$ cat src/rtl/bpsk_rx.sv
// Coherent BPSK demodulator: NCO-referenced sign mixer followed by an
// integrate-and-dump stage that produces one hard decision per symbol.
module bpsk_rx #(
  parameter int SPB   = 50,
  parameter int ACC_W = 32
) (
  input  logic              clk,
  input  logic              rst,
  input  logic [15:0]       sample_in,
  input  logic              sample_valid,
  input  logic [31:0]       phase_step,
  input  logic [31:0]       phase_offset,
  input  logic              sym_sync,
  output logic              bit_out,
  output logic              bit_valid,
  output logic [ACC_W-1:0]  integ_out
);

  logic [31:0]              phase_acc;
  logic [31:0]              ref_phase;
  logic                     ref_pos;
  logic signed [16:0]       sample_ext;
  logic signed [16:0]       product;
  logic signed [16:0]       prod_q;
  logic                     s1_valid;
  logic                     s1_last;
  logic [15:0]              sym_cnt;
  logic                     is_last;
  logic signed [ACC_W-1:0]  acc;
  logic signed [ACC_W-1:0]  sum;

  always_comb begin
    ref_phase  = phase_acc + phase_offset;
    // Upper half of the phase circle is the negative lobe of the sine.
    ref_pos    = (ref_phase < 32'h8000_0000);
    sample_ext = {sample_in[15], sample_in};
    product    = ref_pos ? sample_ext : -sample_ext;
    // The sample taken on a sync edge is always the first of a new symbol.
    is_last    = (sym_cnt == 16'(SPB - 1)) && !sym_sync;
    sum        = acc + {{(ACC_W-17){prod_q[16]}}, prod_q};
  end

  always_ff @(posedge clk) begin
    if (rst) begin
      phase_acc <= '0;
      sym_cnt   <= '0;
      prod_q    <= '0;
      s1_valid  <= 1'b0;
      s1_last   <= 1'b0;
      acc       <= '0;
      bit_out   <= 1'b0;
      bit_valid <= 1'b0;
      integ_out <= '0;
    end else begin
      bit_valid <= 1'b0;

      if (sample_valid)
        phase_acc <= phase_acc + phase_step;

      s1_valid <= sample_valid;
      s1_last  <= sample_valid && is_last;
      prod_q   <= product;

      if (sym_sync)
        sym_cnt <= sample_valid ? 16'd1 : 16'd0;
      else if (sample_valid)
        sym_cnt <= is_last ? 16'd0 : sym_cnt + 16'd1;

      // Sync drops whatever product is in flight, so the partial symbol never decides.
      if (sym_sync) begin
        acc <= '0;
      end else if (s1_valid) begin
        if (s1_last) begin
          integ_out <= sum;
          bit_out   <= (sum > 0);
          bit_valid <= 1'b1;
          acc       <= '0;
        end else begin
          acc <= sum;
        end
      end
    end
  end

endmodule

$ cat config.mk
export PLATFORM = sky130hd
export DESIGN_NAME = bpsk_rx
export DESIGN_NICKNAME = d
export VERILOG_FILES = /design/src/rtl/bpsk_rx.sv
export SDC_FILE = /design/constraint.sdc
export NUM_CORES = 1
export LEC_CHECK = 0
export BUFFER_PORTS_ARGS = -buffer_cell sky130_fd_sc_hd__buf_2
export CORE_MARGIN = 4
export CORE_UTILIZATION = 35
export DETAILED_ROUTE_END_ITERATION = 10
export SLEW_MARGIN = 25
export SYNTH_ARGS = -nofsm -noshare
export SYNTH_HDL_FRONTEND = slang
export SYNTH_SLANG_ARGS = --single-unit
$ cat constraint.sdc
create_clock -name clk -period 6.2 [get_ports clk]
set_input_delay 0.62 -clock clk [delete_from_list [all_inputs] [get_ports clk]]
set_output_delay 0.62 -clock clk [all_outputs]
set_load 0.03 [all_outputs]
## Word-level counts from Yosys, hierarchy flattened

Index checks and enable logic that the tools add are counted.

| storage, ports and cells | value |
|---|---|
| output and inout port bits | 34 |
| register bits after elaboration | 133 |
| logic and storage cells | 33 |
| input bits | 84 |

| operators by class | value |
|---|---|
| bitwise gates (word level) | 2 |
| add/sub/neg operators | 5 |
| equal/unequal tests | 1 |
| reductions and logical operators | 7 |
| mux-type cells | 7 |
| $lt $le $gt $ge | 2 |

Operators by type and width:

| kind | count |
|---|---|
| $add 32x32->32 | 3 |
| $mux 16 | 3 |
| $gt 32x1->1 const B | 1 |
| $lt 32x32->1 const B | 1 |
| $mux 32 | 1 |
| $mux 17 | 1 |
| $neg 16->17 | 1 |
| $add 16x1->16 const B | 1 |
| $eq 16x6->1 const B | 1 |
| $reduce_and 3->1 | 1 |
| $reduce_or 3->1 | 1 |
| $logic_and 1x1->1 | 2 |
| $mux 1 | 2 |
| $not 1->1 | 2 |
| $reduce_bool 2->1 | 1 |
| $reduce_or 2->1 | 1 |
| $logic_not 1->1 | 1 |

## Depth between registers and ports, before layout

| logic depth | value |
|---|---|
| depth after elaboration | 5 |
| mapped depth | 13 |
| depth with buffers taken out | 13 |

## Worst setup path before layout

Ideal clock, no wire load.

| path | value |
|---|---|
| kind | input to register |
| start point | input port phase_step[0] |
| end point | register phase_acc[28] |
| data required time | 6.073 ns |
| buffers on the path | 0 |
| setup slack | 3.023 ns |
| stages | 13 |
| arrival time | 3.050 ns |
| cell sequence | ha_1 -> inv_1 -> fa_1 -> nor2b_1 -> o21a_1 -> o21ai_1 -> a211oi_1 -> o21ai_1 -> o31ai_1 -> a211oi_1 -> a21oi_1 -> nor3_1 -> or3_1 |

| between the ends | value |
|---|---|
| longest elaborated chain between the ends | 1 |

RTL lines:

| item | line | source |
|---|---|---|
| from (decl) | 11 | `input logic [31:0] phase_step,` |
| $add 32x32->32 | 58 | `phase_acc <= phase_acc + phase_step;` |
| to (signal assigned) | 58 |  |
| to (decl) | 19 | `logic [31:0] phase_acc;` |

Every way passes these cells.
A chain may end at the register's enable or synchronous reset.

## Worst setup path after layout

| path | value |
|---|---|
| start point | register prod_q[16] |
| end point | register bit_out |

| between the ends | value |
|---|---|
| longest elaborated chain between the ends | 2 |

RTL lines:

| item | line | source |
|---|---|---|
| from (decl) | 24 | `logic signed [16:0] prod_q;` |
| from (signal assigned) | 62 | `prod_q <= product;` |
| $add 32x32->32 | 40 | `sum = acc + {{(ACC_W-17){prod_q[16]}}, prod_q};` |
| $gt 32x1->1 | 75 | `bit_out <= (sum > 0);` |
| to (signal assigned) | 75 |  |
| to (decl) | 14 | `output logic bit_out,` |

Every way passes these cells.

==> results.md <==
- Status: finished clean
- Worst-path fanout max: 16
- Cts repair resizes: 0
- Achievable frequency: between 200 and 300 MHz
- Pre-CTS WS: 2550 ps
- CTS buffer count: 17
- Via density: 5.27
- Worst slew pin tran: between 800 and 900 ps
- Total global-route track usage: roughly 17%
- Worst r2r src: prod_q[16]
- Min-delay src: integ_out[31]
- First-pass iteration count of the detailed router: 5
- Hold Fails Final Rpt: 0
- Initial antenna violation count: 7
- Nets: about 1400
- Layout cells sized above 1: 14.4%
- Post-Syn Area: 8920 µm²
- Clk pin slew, worst setup/hold paths: approximately 70 ps
- Die Height: ~170 µm
- Top cells by count, synth: 151 x nor2_1, 133 x dfxtp_1, 119 x a21oi_1
- Post-Synthesis Cells: 1114
- RSZ-0062 raised after global routing: no
- Clk sinks: around 130
- Crit Path Category: reg -> reg
- DP Wirelength: around 18000 µm
- Distinct cell type count after synthesis: 67
- Final Cycle Share: 55.8%
- Top cells by area, synth: dfxtp_1 30%, ha_1 13%, a21oi_1 6.7%, nor2_1 6.4%, nand2_1 4.1%
- Clk root buf: clkbuf_16
- Critical-path top delay cell: dfxtp_1
- Area of the multi-input gates: between 6000 and 7000 µm²
- Post-synth top area cell: dfxtp_1
- FP Rows: 58
- Port Buffers: around 120
- Total global routing overflow: 0
- VDD IR max: 0.152 mV
- Total Negative Setup Slacks: 0 ps
- Final Setup Violations: 0
- Top-count cell post-synth: nor2_1
- Worst Skew: between 10 and 15 ps
- Final Slew Violations: 0
- Worst Slack Setup Final: roughly 2700 ps
- Vias in the first global route: a little under 8000
- Die area: ~28000 µm²
- Slew HR: roughly 45%
- CTS tree: built
- P_leak: approximately 0.0046 µW
- Die Width: about 170 µm
- Power per standard cell area: between 200 and 300 nW/µm²
- Critical Path End Type: flip-flop
- Setup Buffers After CTS: 0
- Largest stage delay on the critical path: a little over 800 ps
- Cell depth of the worst hold path: 2
- Reg2reg path depth: 10
- Most used DFF post-synth: dfxtp_1
- Post-synth EDFFs: 0
- First-pass GRT wire length: 39300 µm
- Area delta synth->final: 16.8%
- Asr flop ratio synth: 0%
- FF-to-FF End: bit_out
- Drt total wl: around 24000 µm
- FF+latch count, synth: about 130
- Synth Warn #: 0
- Hold Crit Class: reg -> reg
- ANT cells: 0
- Initial Util: 35.5%
- Total of max-cap violations: 0
- 1st-iter DRT viols: between 400 and 500
- Crit start category: flip-flop
- Critical Path AT: between 3000 and 4000 ps
- Clock latency on the worst-skew pair: 420 ps
- CTS H-tree lvls: 4
- Fill cell count: approximately 2600
- DRT antenna net count: 0
- Hold path endpoint: integ_out[31]
- Routed vias: around 8200
- Worst Setup SP: prod_q[16]
- Largest net degree at the start of global routing: slightly above 60
- Layout Utilization: slightly above 40%
- WL/cell: about 15 µm
- Drt drc: 0
- Worst path required time: around 6500 ps
- Post-synth net total: between 1000 and 1500
- Max clock buf depth: 2
- Core area: ~25000 µm²
- Syn_area_per_cell: about 8 µm²
- Post-synth top area share: 29.9%
- Routability-driven placement congestion ratio: 0.901
- Reg area: approximately 2700 µm²
- Tmin final: roughly 3500 ps
- I/O pin count: between 100 and 150
- Worst path cell trace: ha_1, a21o_1, a21oi_1, o221ai_1, o41a_1, mux2i_1, nand3_1, nand4bb_1, nor4b_2, nor3_2
- R2r setup slk: 2740 ps
- Sequential fraction of the synthesis area: between 20% and 30%
- Cts hold-fix bufs: 0
## per-stage QoR
step	hold slack [ps]	total power, µW	std cells	instance area (µm²)
3_5_place_dp	443	1820	1522	9800
2_1_floorplan	463	1620	1114	8920
5_1_grt	472	3050	1554	10400
3_3_place_gp	442	1810	1522	9790
6_report	450	2860	1554	10400
4_1_cts	452	2890	1554	10400
## per-layer routing
metal  vias to the layer above  global-route usage (%)  part of all wire (%)  routed length, µm
met3                        26                    4.58                   4.9               1160
li1                       4244                       -                     -                  -
met4                        14                    3.11                  0.80                191
met1                      3768                    21.0                    46              10800
met5                         -                       0                  0.35                 83
met2                       141                    29.2                    48              11500
## cells by family (layout without fill, tap and decap cells)
group                    count (synthesis)  count (layout)  synth area share, %
XOR/XNOR                                60              60                 5.89
AND/OR/NAND/NOR                        420             420                 22.5
flip-flops                             133             133                 29.9
adder cells (fa/ha/maj)                 97              97                 13.8
multiplexers                            30              30                 3.42
buffers and inverters                   68             178                 2.93
AO/OA/AOI/OAI                          306             306                 21.7
## worst max path at each step
stage	end	slack (ps)	cells past startpoint
floorplan	phase_acc[28]	3020	13
global placement	phase_acc[28]	2620	14
detailed placement	phase_acc[28]	2550	14
CTS	bit_out	2790	10
global route	bit_out	2530	11
finish	bit_out	2740	10
## state kept, by name (all words and copies together) (netlist names)
signal     cells
s1_valid       1
acc           32
bit_valid      1
sym_cnt       16
phase_acc     32
s1_last        1
prod_q        17
integ_out     32
bit_out        1
## worst max-delay path: cells and delay by family, from the launching register on
family | cells | cell delay (ps)
adders and majority gates | 1 | 430
DFF | 1 | 810
AOI/OAI and AO/OA | 4 | 1170
and+or+nand+nor | 4 | 730
muxes | 1 | 180
## cell usage in the layout, fill, tap and decap left out, types with 5 or more instances in the layout
cell       count
a22oi_1       28
o21a_1         6
o21bai_1       8
buf_2        115
nand3_1       24
nand2b_1      20
or3_1         17
nor2b_1       13
o31a_1         5
a31oi_1        8
xor2_1        29
o21ai_0       39
nor4_1        10
nor2_1       151
clkbuf_16     17
nor3_1        29
o22ai_1        6
o211ai_1       6
ha_1          95
a21o_1        35
mux2i_1       26
nand2_1       97
inv_1         24
a211oi_1      10
nand4_1       12
buf_4          6
xnor2_1       30
o21ai_1        5
inv_6          5
and3_1        13
or2_2          5
a21oi_1      119
dfxtp_1      133
## where the power goes
group	switching, µW	total, µW	internal, µW
clock network	438	1050	611
logic	475	838	363
registers	57.7	975	917
total	970	2860	1890
## area by class of cell
type,instances,area share (%)
multi-input cells,913,57.8
inverters,25,0.901
flip-flops and latches,133,25.6
clock inverters,15,1.79
well taps,330,3.96
clock buffers,17,4.08
repair buffers,121,5.96
(Power assumes the default switching activity.)
